--- src/rtl/seg7_pkg.sv ---
// Shared seven-segment constants: hex glyph table, dark pattern and
// a counter-width helper used by the scan driver.
package seg7_pkg;

  localparam logic [6:0] SEG_OFF = 7'h00;

  // seg[6:0] = g..a, bit 0 is segment a
  localparam logic [6:0] SEG7_HEX [16] = '{
    7'h3F, 7'h06, 7'h5B, 7'h4F,
    7'h66, 7'h6D, 7'h7D, 7'h07,
    7'h7F, 7'h6F, 7'h77, 7'h7C,
    7'h39, 7'h5E, 7'h79, 7'h71
  };

  // Counter width for a 0..n-1 range, never below one bit.
  function automatic int cw(input int n);
    return (n <= 2) ? 1 : $clog2(n);
  endfunction

endpackage

--- src/rtl/seg7_hex_dec.sv ---
// Combinational hex nibble to seven-segment decoder.
// Ports: nib (4-bit value in), seg (segments out, bit 0 = a).
module seg7_hex_dec
  import seg7_pkg::*;
(
  input  logic [3:0] nib,
  output logic [6:0] seg
);

  assign seg = SEG7_HEX[nib];

endmodule

--- src/rtl/seg7_scan_mux.sv ---
// Time-multiplexed N-digit seven-segment driver with double-buffered
// digit data, per-digit blank/blink/dp and selectable pin polarity.
// Ports: clk, rst (async high), en, load, digits, dp_in, blank, blink
// in; seg, dp, an (registered pins) and frame_tick out.
module seg7_scan_mux
  import seg7_pkg::*;
#(
  parameter int N_DIG      = 4,
  parameter int DIV        = 1000,
  parameter int BLINK_DIV  = 64,
  parameter bit ACTIVE_LOW = 1'b0
) (
  input  logic               clk,
  input  logic               rst,
  input  logic               en,
  input  logic               load,
  input  logic [4*N_DIG-1:0] digits,
  input  logic [N_DIG-1:0]   dp_in,
  input  logic [N_DIG-1:0]   blank,
  input  logic [N_DIG-1:0]   blink,
  output logic [6:0]         seg,
  output logic               dp,
  output logic [N_DIG-1:0]   an,
  output logic               frame_tick
);

  localparam int PW = cw(DIV);
  localparam int IW = cw(N_DIG);
  localparam int FW = cw(BLINK_DIV);

  localparam logic [PW-1:0] P_LAST = PW'(DIV - 1);
  localparam logic [IW-1:0] I_LAST = IW'(N_DIG - 1);
  localparam logic [FW-1:0] F_LAST = FW'(BLINK_DIV - 1);

  localparam logic [6:0]       SEG_POL = {7{ACTIVE_LOW}};
  localparam logic [N_DIG-1:0] AN_POL  = {N_DIG{ACTIVE_LOW}};

  logic [PW-1:0] pcnt;
  logic [IW-1:0] idx;
  logic [FW-1:0] fcnt;
  logic          phase;
  logic          bnd_q;

  logic               pend_v;
  logic [4*N_DIG-1:0] dig_p, dig_c;
  logic [N_DIG-1:0]   dp_p, dp_c;
  logic [N_DIG-1:0]   blank_p, blank_c;
  logic [N_DIG-1:0]   blink_p, blink_c;

  logic             slot_end;
  logic             frame_end;
  logic             commit;
  logic             dark;
  logic [3:0]       nib;
  logic [6:0]       hex_seg;
  logic [N_DIG-1:0] an_l;

  assign slot_end  = (pcnt == P_LAST);
  assign frame_end = slot_end && (idx == I_LAST);
  assign commit    = en && frame_end && pend_v;

  assign nib  = 4'(dig_c >> (4 * int'(idx)));
  assign dark = blank_c[idx] | (blink_c[idx] & phase);

  always_comb begin
    an_l      = '0;
    an_l[idx] = 1'b1;
  end

  seg7_hex_dec u_dec (
    .nib (nib),
    .seg (hex_seg)
  );

  // Scan counters: frozen while en is low.
  always_ff @(posedge clk or posedge rst) begin
    if (rst) begin
      pcnt  <= '0;
      idx   <= '0;
      fcnt  <= '0;
      phase <= 1'b0;
      bnd_q <= 1'b0;
    end else if (en) begin
      bnd_q <= frame_end;
      pcnt  <= slot_end ? '0 : pcnt + 1'b1;
      if (slot_end)
        idx <= frame_end ? '0 : idx + 1'b1;
      if (frame_end) begin
        if (fcnt == F_LAST) begin
          fcnt  <= '0;
          phase <= ~phase;
        end else begin
          fcnt <= fcnt + 1'b1;
        end
      end
    end
  end

  // Pending/committed buffers. A load coinciding with a commit
  // keeps pend_v set so the new data waits for the next boundary.
  always_ff @(posedge clk or posedge rst) begin
    if (rst) begin
      pend_v  <= 1'b0;
      dig_p   <= '0;
      dp_p    <= '0;
      blank_p <= '0;
      blink_p <= '0;
      dig_c   <= '0;
      dp_c    <= '0;
      blank_c <= '0;
      blink_c <= '0;
    end else begin
      if (commit) begin
        dig_c   <= dig_p;
        dp_c    <= dp_p;
        blank_c <= blank_p;
        blink_c <= blink_p;
      end
      if (load) begin
        dig_p   <= digits;
        dp_p    <= dp_in;
        blank_p <= blank;
        blink_p <= blink;
        pend_v  <= 1'b1;
      end else if (commit) begin
        pend_v <= 1'b0;
      end
    end
  end

  // Output registers hold pin-level values; a dark digit keeps its
  // anode so every slot draws the same duty cycle.
  always_ff @(posedge clk or posedge rst) begin
    if (rst) begin
      seg        <= SEG_OFF ^ SEG_POL;
      dp         <= ACTIVE_LOW;
      an         <= AN_POL;
      frame_tick <= 1'b0;
    end else begin
      seg        <= ((en && !dark) ? hex_seg : SEG_OFF) ^ SEG_POL;
      dp         <= (en & ~dark & dp_c[idx]) ^ ACTIVE_LOW;
      an         <= (en ? an_l : '0) ^ AN_POL;
      frame_tick <= en & bnd_q;
    end
  end

endmodule

--- config.mk ---
export PLATFORM = sky130hd
export DESIGN_NAME = seg7_scan_mux
export DESIGN_NICKNAME = d
export VERILOG_FILES = /design/src/rtl/seg7_pkg.sv /design/src/rtl/seg7_hex_dec.sv /design/src/rtl/seg7_scan_mux.sv
export SDC_FILE = /design/constraint.sdc
export NUM_CORES = 1
export LEC_CHECK = 0
export BUFFER_PORTS_ARGS = -buffer_cell sky130_fd_sc_hd__buf_2
export CAP_MARGIN = 15
export CORE_UTILIZATION = 58
export DETAILED_ROUTE_END_ITERATION = 6
export PLACE_DENSITY = 0.8
export SLEW_MARGIN = 30
export SYNTH_ARGS = -nofsm -noshare
export SYNTH_HDL_FRONTEND = slang
export SYNTH_SLANG_ARGS = --single-unit
export TNS_END_PERCENT = 10
--- constraint.sdc ---
create_clock -name clk -period 3.8 [get_ports clk]
set_input_delay 0.76 -clock clk [delete_from_list [all_inputs] [get_ports clk]]
set_output_delay 0.76 -clock clk [all_outputs]
set_load 0.02 [all_outputs]
==> flow_summary_export.csv, run 1 <==
group,metric,value,unit
cells_and_area,syn2layout_area_growth,13.0,%
routing,route.detailed.drc,1,
clock_tree,path_clk_slew,90,ps
timing,setup_viol,0,
timing,fin_ws,1330,ps
clock_tree,root_buffer,"clkbuf_8",
synthesis,synth_top_family_by_area,"multiplexers",
power,seqPwrFrac,54.4,%
clock_tree,ctsLongestPathBuffers,2,
power,p_leak,2.20,nW
synthesis,synth_nets,339,
floorplanning,row_count,29,
timing,skew,9.04,ps
run_status,status,"complete, but fails checks",
floorplanning,ioPinCount,45,
setup_path,required,4040,ps
run_status,violations,"design-rule violations",
power,intPower,0.00151,W
synthesis,avgSynthCellArea,13.5,µm²
cells_and_area,final_nets,383,
synthesis,synthesis.area,3970,µm²
clock_tree,ctsHoldBuffers,0,
cells_and_area,final_common_cell,"dfrtp_1",
min_path,hp-class,"flip-flop to flip-flop",
setup_path,path_max_fanout,28,
synthesis,yosysTopAreaCellShare,56.7,%
routing,wl_per_cell,15.5,µm
synthesis,ys_async_sr_fraction,100,%
synthesis,synth-simple-area-share,8.16,%
synthesis,synth_cells,295,
power,power_frac_comb,7.0,%
clock_tree,postCtsSetupBuffers,0,
global_routing,grt_pass1_wl,11600,µm
timing,max_freq,0.405,GHz
synthesis,ys_ff_latch,90,
synthesis,yosysTopAreaCell,"dfrtp_1",
global_routing,track_usage,21.1,%
synthesis,synthMuxAreaShare,22.0,%
floorplanning,die_area,7180,µm²
timing,rsz0062_at_grt,"false",
run,max_cap_viol_count,0,
routing,vias_per_cell,5.62,
synthesis,synthAdderAreaFrac,3.78,%
global_routing,grt_pass1_vias,2463,
floorplanning,fp.dieH,84.8,µm
timing,slew_violations,0,
cells_and_area,layout_common_cells,"dfrtp_1 (90), mux2_2 (50), buf_2 (44)",
synthesis,synth-edff-count,0,
routing,vias,2367,
routing,drtIter0Drc,120,
synthesis,synth.yosys.seq_area_share,56.7,%
synthesis,yosys_warnings,0,
timing,tightestPinTransition,785,ps
setup_path,cp-start-kind,"flip-flop",
place,dp_slack,1210,ps
power,ir_drop,0.346,mV
timing,worst_hold_slack,481,ps
global_routing,grt_max_degree,91,
clock_tree,clk_latency,360,ps
synthesis,synth-compound-area-share,3.84,%
power,switchingPower,0.000445,W
routing,antenna_left,0,
setup_path,cp.arrival,2710,ps
timing,min_period,2470,ps
synthesis,synthXorXnorAreaFrac,3.09,%
place,post-dp-hpwl,4480,µm
timing,period_share,65.0,%
synthesis,synthTopCellsByArea,"dfrtp_1 (57%), mux2_2 (14%), mux4_2 (4.5%), ha_1 (3.8%), mux2_1 (2.3%)",
routing,drt-pass1-iter-count,7,
timing,hold_viol,0,
place,port_buffers,44,
power,swShare,22.7,%
global_routing,antenna_found_initial,0,
clock_tree,clock_sinks,90,
cells_and_area,n_antenna_cell,0,
power,p_clk_share,38.6,%
clock_tree,cts_resized,0,
clock_tree,htree_levels,3,
routing,routed_wirelength,6520,µm
synthesis,synth_flop_cell,"dfrtp_1",
power,power.density,436,nW/µm²
global_routing,overflow,0,
cells_and_area,fin_util,69.1,%
floorplanning,die_w,84.8,µm
clock_tree,numCtsBuffers,9,
floorplanning,initial_core_util,61.2,%
setup_path,end_kind,"flip-flop",
timing,maxSlewHeadroom,47.7,%
power,finalPower,0.00196,W
timing,tns,0,ps
place,routabilityCongestion,0.783,
setup_path,critPathKind,"flip-flop to flip-flop",
clock_tree,cts_tree,"built",
synthesis,synth_cell_type_count,39,
cells_and_area,layout-drive-gt1-share,36.0,%
floorplanning,core,6490,µm²
==> stage by stage <==
stage	instances	instance area (µm²)
after floorplan	295	3970
after global placement	405	4250
after detailed placement	405	4250
after CTS	421	4490
after global routing	421	4490
final	421	4490
==> metal layers <==
metal	wire length (µm)	GRT usage (%)	vias to the layer above
met3	205	4.23	12
li1	-	-	1127
met4	121	9.09	0
met5	0	0	-
met2	3070	32.6	40
met1	3120	29.3	1188
==> cells in the mapped netlist (4+ instances only) <==
cell type  number
nand2_1        12
ha_1           12
inv_1          11
mux2_1          8
and2_1          5
nand3_1        10
mux4_2          8
a21oi_1         4
clkbuf_1        7
xor2_1          4
nor2_1          9
o21ai_0        10
buf_2           6
xnor2_1        10
mux2_2         50
and3_1          4
mux2i_1         4
dfrtp_1        90
==> flip-flops by register name, indices dropped and copies added, names as in the netlist <==
| name | cells |
|---|---|
| dig_c | 16 |
| dig_p | 16 |
| pcnt | 10 |
| seg | 7 |
| fcnt | 6 |
| an | 4 |
| blank_c | 4 |
| blank_p | 4 |
| blink_c | 4 |
| blink_p | 4 |
| dp_c | 4 |
| dp_p | 4 |
| idx | 2 |
| bnd_q | 1 |
| dp | 1 |
| frame_tick | 1 |
| pend_v | 1 |
| phase | 1 |
==> power by group through the flow <==
stage / registers (W) / clock network (W) / logic [W]
2_1_floorplan: 0.00107 / 0 / 0.0000964
3_3_place_gp: 0.00108 / 0 / 0.000132
3_5_place_dp: 0.00108 / 0 / 0.000138
4_1_cts: 0.00107 / 0.000768 / 0.000139
5_1_grt: 0.00108 / 0.000809 / 0.000156
6_report: 0.00107 / 0.000756 / 0.000136
==> path summary, 6_finish.rpt <==
path,slack [ps],from,endpoint,cells after the start
setup reg to reg,1330,idx[0]$_DFFE_PP0P_,dig_c[0]$_DFFE_PP0P_,5
setup / recovery,1330,idx[0]$_DFFE_PP0P_,dig_c[0]$_DFFE_PP0P_,5
min in group asynchronous,610,rst,blank_p[1]$_DFFE_PP0P_,3
hold reg to reg,480,phase$_DFFE_PP0P_,phase$_DFFE_PP0P_,1
max in group asynchronous,2660,rst,seg[3]$_DFF_PP0_,3
hold / removal,480,phase$_DFFE_PP0P_,phase$_DFFE_PP0P_,1
==> area by class of cell <==
type	count	area, µm²
flip-flops and latches	90	2250
fillers	478	2000
multi-input cells	181	1620
repair buffers	46	239
clock buffers	13	169
well taps	77	96.3
clock inverters	3	68.8
inverters	11	42.5
==> kinds of logic (layout without fill, tap and decap cells) <==
| family | after synthesis | in the layout |
|---|---|---|
| adder cells (fa/ha/maj) | 12 | 12 |
| AO/OA/AOI/OAI | 25 | 25 |
| XOR/XNOR | 14 | 14 |
| AND/OR/NAND/NOR | 60 | 60 |
| flip-flops | 90 | 90 |
| multiplexers | 70 | 70 |
| buffers and inverters | 24 | 73 |
==> critical path, stage by stage, from the launching register on <==
cell	delay, ps
dfrtp_1	700
ha_1	260
nand2_1	80
inv_1	170
nand3_2	590
mux2_1	540
Power figures use the tool's default switching activity.
==> run 2, diff against run 1 <==
--- a/config.mk
+++ b/config.mk
@@ -5,6 +5,7 @@
 export SDC_FILE = /design/constraint.sdc
 export NUM_CORES = 1
 export LEC_CHECK = 0
+export ABC_AREA = 1
 export BUFFER_PORTS_ARGS = -buffer_cell sky130_fd_sc_hd__buf_2
 export CAP_MARGIN = 15
 export CORE_UTILIZATION = 58
==> constraint.sdc (replaced) <==
create_clock -name clk -period 2.3 [get_ports clk]
set_input_delay 0.46 -clock clk [delete_from_list [all_inputs] [get_ports clk]]
set_output_delay 0.46 -clock clk [all_outputs]
set_load 0.02 [all_outputs]
==> run 2 against run 1 <==
Compared with the run above: the flow now finishes without violations; maximum frequency increased by 20%; combinational power increased to 3.1 times the previous value; routed wire length increased by 12%; register-to-register slack got worse by 1100 ps; global-route usage increased by 0.76 points; highest routed layer unchanged; clock power increased by 53%; setup slack got worse by 1100 ps; clock skew increased by 6.6 ps.
==> flow_summary_export.csv, run 2 <==
group,metric,value,unit
timing,min_period,2060,ps
min_path,hp-class,"primary input to asynchronous set/reset pin",
global_routing,grt_pass1_wl,13000,µm
clock_tree,clk_latency,350,ps
timing,period_share,89.3,%
clock_tree,ctsLongestPathBuffers,2,
cells_and_area,final_nets,584,
power,swShare,26.5,%
clock_tree,path_clk_slew,100,ps
synthesis,yosysTopAreaCell,"dfrtp_1",
setup_path,cp.arrival,2340,ps
routing,drt-pass1-iter-count,4,
global_routing,grt_pass1_vias,2990,
synthesis,synthAdderAreaFrac,3.53,%
global_routing,antenna_found_initial,0,
clock_tree,cts_tree,"built",
cells_and_area,finish.instance_area,4750,µm²
setup_path,r2r-start,"idx[1]$_DFFE_PP0P_",
routing,routed_wirelength,7320,µm
timing,hold_viol,0,
setup_path,end_kind,"flip-flop",
synthesis,synth_cell_type_count,29,
setup_path,crit_start,"idx[1]$_DFFE_PP0P_",
timing,maxSlewHeadroom,49.5,%
timing,setup_viol,0,
timing,skew,15.6,ps
floorplanning,initial_core_util,61.2,%
global_routing,overflow,0,
place,port_buffers,44,
synthesis,yosysTopAreaCellShare,53.0,%
run,max_cap_viol_count,0,
cells_and_area,regArea,2250,µm²
synthesis,synthXorXnorAreaFrac,1.24,%
setup_path,cp-start-kind,"flip-flop",
power,switchingPower,0.000883,W
clock_tree,ctsHoldBuffers,0,
synthesis,synth-compound-area-share,11.1,%
timing,rsz0062_at_grt,"true",
cells_and_area,syn2layout_area_growth,11.8,%
floorplanning,die_area,7670,µm²
timing,slew_violations,0,
place,post-dp-hpwl,5280,µm
synthesis,synth-simple-area-share,22.2,%
clock_tree,root_buffer,"clkbuf_8",
cells_and_area,n_antenna_cell,0,
synthesis,synth.yosys.seq_area_share,53.0,%
floorplanning,row_count,30,
global_routing,track_usage,21.8,%
routing,antenna_left,0,
routing,drtIter0Drc,185,
timing,max_freq,0.487,GHz
global_routing,met3_usage,3.39,%
synthesis,ys_async_sr_fraction,100,%
setup_path,critPathKind,"flip-flop to flip-flop",
synthesis,synth_cells,498,
synthesis,synth_flop_cell,"dfrtp_1",
clock_tree,clock_sinks,90,
routing,vias,3105,
power,p_leak,2.52,nW
power,p_clk_share,34.6,%
cells_and_area,largestRegisters,"dig_c x16, dig_p x16, pcnt x10",
global_routing,grt_util_met1,29.9,%
power,intPower,0.00245,W
power,finalPower,0.00334,W
setup_path,path_max_fanout,12,
routing,vias_per_cell,4.84,
power,power_frac_comb,12.4,%
place,dp_cells,625,
timing,worst_hold_slack,146,ps
routing,wl_per_cell,11.4,µm
synthesis,synth_top_family_by_area,"simple AND/OR/NAND/NOR gates",
floorplanning,die_w,87.6,µm
setup_path,r2r_slack,240,ps
place,placed_area,4530,µm²
synthesis,ys_ff_latch,90,
cells_and_area,fin_util,68.4,%
floorplanning,ioPinCount,45,
synthesis,synth_common_cells,"nand2_1 (148), dfrtp_1 (90), inv_1 (67), o21ai_0 (46), nor2_1 (33)",
synthesis,synth_nets,542,
run_status,status,"completed",
synthesis,synthTopCellsByArea,"dfrtp_1 (53%), nand2_1 (13%), inv_1 (5.9%), o21ai_0 (5.4%), o21ai_2 (4.1%)",
cells_and_area,multi_input_area,1620,µm²
global_routing,grt_max_degree,58,
cells_and_area,layout-drive-gt1-share,17.4,%
floorplanning,core,6940,µm²
floorplanning,fp.dieH,87.6,µm
clock_tree,numCtsBuffers,9,
routing,route.detailed.drc,0,
synthesis,synthMuxAreaShare,0,%
power,power.density,702,nW/µm²
synthesis,synthesis.area,4250,µm²
cells_and_area,final_common_cell,"nand2_1",
synthesis,yosys_warnings,0,
setup_path,required,2590,ps
place,routabilityCongestion,0.802,
synthesis,avgSynthCellArea,8.53,µm²
power,ir_drop,0.419,mV
synthesis,synth-edff-count,0,
global_routing,grt.busiest_layer,"met2",
cells_and_area,nFillCells,578,
power,seqPwrFrac,52.9,%
clock_tree,htree_levels,3,
cells_and_area,final_cells,641,
timing,tightestPinTransition,757,ps
synthesis,yosysMostFrequentCell,"nand2_1",
global_routing,use_met2,35.7,%
cells_and_area,layout_common_cells,"nand2_1 (148), dfrtp_1 (90), inv_1 (66), o21ai_0 (46), buf_2 (44)",
-- run 2: layout make-up --
type                    instances  area share, %
repair buffers                 49           5.95
multi-input cells             322           34.1
well taps                      96           2.53
inverters                      68           5.45
clock inverters                 7           1.97
flip-flops and latches         90           47.4
clock buffers                   9           2.61
-- run 2: stage by stage --
| step | TNS (ps) | worst slack (ps) |
|---|---|---|
| floorplan | 0 | 624 |
| global placement | 0 | 306 |
| detailed placement | 0 | 266 |
| CTS | 0 | 251 |
| global route | -17.0 | -13.2 |
| finish | 0 | 245 |
-- run 2: power by group through the flow --
stage	combinational [W]	clock, W	sequential (W)
after global placement	0.000407	0	0.00179
after CTS	0.000420	0.00119	0.00177
final	0.000415	0.00116	0.00177
after floorplan	0.000294	0	0.00180
after global routing	0.000488	0.00124	0.00178
after detailed placement	0.000418	0	0.00180
-- run 2: layer usage --
| layer | vias up | wire (µm) |
|---|---|---|
| li1 | 1624 | - |
| met1 | 1420 | 3710 |
| met2 | 56 | 3350 |
| met3 | 5 | 190 |
| met4 | 0 | 70 |
| met5 | - | 0 |
-- run 2: what timing repair did --
action                                  CTS  global route
setup buffers                             0             0
endpoints found under the setup margin    0             2
gates resized for setup                   0             0
endpoints found under the hold margin     0             0
-- run 2: critical path, stage by stage, from the launching register on --
cell and delay, ps:
dfrtp_1 520, inv_1 370, nand3_1 120, nand2_1 230, inv_1 110, ha_1 250, inv_1 90, nand2_1 70
nand3_1 80, nand2_1 60, nor2_1 90
-- run 2: worst paths after layout --
path	end	cells past startpoint
min in group clk	dig_p[0]$_DFFE_PP0P_	3
worst min register to register	frame_tick$_DFF_PP0_	2
worst max-delay path	seg[0]$_DFF_PP0_	10
worst max register to register	seg[0]$_DFF_PP0_	10
worst min-delay path	dig_p[14]$_DFFE_PP0P_	2
max in group asynchronous	dp_c[2]$_DFFE_PP0P_	3
-- run 2: cell families after synthesis --
kind of cell | after synthesis
compound gates | 78
xor+xnor | 6
fa+ha+maj | 12
buf+inv | 86
flops | 90
simple gates | 226
==> run 3, diff against run 2 <==
--- a/config.mk
+++ b/config.mk
@@ -11,6 +11,7 @@
 export CORE_UTILIZATION = 58
 export DETAILED_ROUTE_END_ITERATION = 6
 export PLACE_DENSITY = 0.8
+export SETUP_SLACK_MARGIN = 0.3
 export SLEW_MARGIN = 30
 export SYNTH_ARGS = -nofsm -noshare
 export SYNTH_HDL_FRONTEND = slang
==> run 3 against run 2 <==
Compared with the run above: register-to-register slack better by 250 ps; sequential power about the same; clock skew down 4.8 ps; largest cell class unchanged; core utilization up 0.94 points; total power up 0.26%; sequential cell count unchanged; setup slack better by 250 ps; final cell count up 0.94%; routed wire length up 1.6%; global-route usage up 0.10 points; final area up 1.4%; maximum frequency up 14%.
==> flow_summary_export.csv, run 3 (same netlist as run 2, synthesis figures left out) <==
group,metric,value,unit
setup_path,cp-start-kind,"flip-flop",
clock_tree,clk_latency,350,ps
timing,fin_ws,493,ps
timing,tns,0,ps
setup_path,cp.arrival,2040,ps
floorplanning,core,6940,µm²
setup_path,r2r-start,"idx[1]$_DFFE_PP0P_",
timing,slew_violations,0,
power,finalPower,0.00335,W
cells_and_area,syn2layout_area_growth,13.3,%
setup_path,rr_worst_depth,10,
floorplanning,initial_core_util,61.2,%
setup_path,crit_top_cell,"nand2_1",
timing,maxSlewHeadroom,49.8,%
clock_tree,clock_sinks,90,
power,p_leak,2.54,nW
routing,vias,3147,
power,ir_drop,0.418,mV
routing,antenna_left,0,
place,dp_slack,266,ps
timing,max_freq,0.553,GHz
clock_tree,numCtsBuffers,9,
clock_tree,ctsHoldBuffers,0,
global_routing,grt_max_degree,58,
cells_and_area,final_cells,647,
setup_path,slowest_stage,"dfrtp_2",
power,power_frac_comb,12.7,%
cells_and_area,layout-drive-gt1-share,19.2,%
setup_path,critPathKind,"flip-flop to flip-flop",
power,p_clk_share,34.4,%
power,intPower,0.00246,W
clock_tree,htree_levels,3,
cells_and_area,n_antenna_cell,0,
cells_and_area,finish.instance_area,4820,µm²
routing,routed_wirelength,7440,µm
clock_tree,path_clk_slew,90,ps
cells_and_area,layout_common_cells,"nand2_1 (147), dfrtp_1 (88), inv_1 (64), o21ai_0 (46), buf_2 (44)",
setup_path,end_kind,"flip-flop",
power,swShare,26.4,%
place,port_buffers,44,
cells_and_area,largestRegisters,"dig_c x16, dig_p x16, pcnt x10",
timing,period_share,78.6,%
clock_tree,cts_tree,"built",
timing,setup_viol,0,
setup_path,r2r-end,"seg[3]$_DFF_PP0_",
clock_tree,ctsLongestPathBuffers,2,
cells_and_area,nFillCells,574,
setup_path,required,2540,ps
clock_tree,root_buffer,"clkbuf_8",
routing,drtIter0Drc,188,
floorplanning,row_count,30,
place,dp_cells,625,
cells_and_area,final_common_cell,"nand2_1",
floorplanning,ioPinCount,45,
setup_path,r2r_slack,490,ps
place,post-dp-hpwl,5280,µm
place,routabilityCongestion,0.802,
timing,hold_viol,0,
run,max_cap_viol_count,0,
setup_path,cpPeakStageDelay,520,ps
floorplanning,die_w,87.6,µm
global_routing,antenna_found_initial,0,
run_status,status,"completed",
setup_path,path_max_fanout,12,
routing,route.detailed.drc,0,
routing,drt-pass1-iter-count,4,
setup_path,crit_path_cell_trace,"clkinvlp_4 > nand3_1 > nand2_1 > inv_1 > ha_1 > nand3_1 > nand2_1 > nand2_1 > nand2_1 > nor2_1",
place,placed_area,4530,µm²
cells_and_area,final_nets,590,
timing,skew,10.9,ps
floorplanning,fp.dieH,87.6,µm
timing,tightestPinTransition,752,ps
power,switchingPower,0.000884,W
global_routing,track_usage,21.9,%
power,power.density,695,nW/µm²
timing,min_period,1810,ps
timing,rsz0062_at_grt,"false",
floorplanning,die_area,7670,µm²
global_routing,grt_pass1_vias,2988,
min_path,hp-class,"primary input to asynchronous set/reset pin",
global_routing,overflow,0,
routing,vias_per_cell,4.86,
global_routing,grt_pass1_wl,13000,µm
power,seqPwrFrac,52.8,%
routing,wl_per_cell,11.5,µm
[run 3: how the worst max path moves through the flow]
stage                                  start                    to  slack, ps  cells past startpoint
after floorplan           idx[1]$_DFFE_PP0P_      seg[0]$_DFF_PP0_        620                     12
after global placement    idx[1]$_DFFE_PP0P_      seg[6]$_DFF_PP0_        310                      8
after detailed placement  idx[1]$_DFFE_PP0P_      seg[0]$_DFF_PP0_        270                     10
after CTS                 idx[1]$_DFFE_PP0P_  dig_c[8]$_DFFE_PP0P_        330                      7
after global routing      idx[1]$_DFFE_PP0P_      seg[5]$_DFF_PP0_        300                      8
final                     idx[1]$_DFFE_PP0P_      seg[3]$_DFF_PP0_        490                     10
[run 3: worst max-delay path, delay by kind of cell, from the launching register on]
| family | cells | cell delay [ps] |
|---|---|---|
| AND/OR/NAND/NOR | 7 | 630 |
| flip-flops | 1 | 520 |
| buffers and inverters | 2 | 350 |
| adder cells (fa/ha/maj) | 1 | 190 |
[run 3: power by group through the flow]
| stage | Clock, W | Sequential, W | Combinational (W) |
|---|---|---|---|
| after global placement | 0 | 0.00179 | 0.000407 |
| after detailed placement | 0 | 0.00180 | 0.000418 |
| after floorplan | 0 | 0.00180 | 0.000294 |
| final | 0.00115 | 0.00177 | 0.000426 |
| after CTS | 0.00119 | 0.00177 | 0.000424 |
| after global routing | 0.00124 | 0.00179 | 0.000498 |
[run 3: cell type report]
| type | count | area, µm² | area share (%) |
|---|---|---|---|
| clock buffers | 9 | 124 | 2.57 |
| clock inverters | 7 | 93.8 | 1.95 |
| inverters | 68 | 267 | 5.53 |
| multi-input cells | 322 | 1620 | 33.7 |
| flip-flops and latches | 90 | 2250 | 46.8 |
| well taps | 96 | 120 | 2.49 |
| repair buffers | 55 | 335 | 6.96 |
[run 3: per-stage QoR]
stage | hold slack (ps) | utilization [%]
global route | 174 | 69.4
floorplan | 436 | -
detailed placement | 456 | 65.3
global placement | 459 | 65.3
finish | 141 | 69.4
CTS | 146 | 68.9
[run 3: repair_timing]
item	in CTS	in global routing
pin swaps	0	0
endpoints found under the setup margin	6	34
resized for setup	3	4
cloned	0	0
buffers inserted	3	3
[run 3: metal layers]
| layer | GRT usage [%] | wire (µm) | vias to the layer above |
|---|---|---|---|
| met4 | 7.60 | 98 | 0 |
| li1 | - | - | 1638 |
| met5 | 0 | 0 | - |
| met2 | 35.7 | 3420 | 59 |
| met1 | 30.3 | 3650 | 1442 |
| met3 | 3.39 | 269 | 8 |
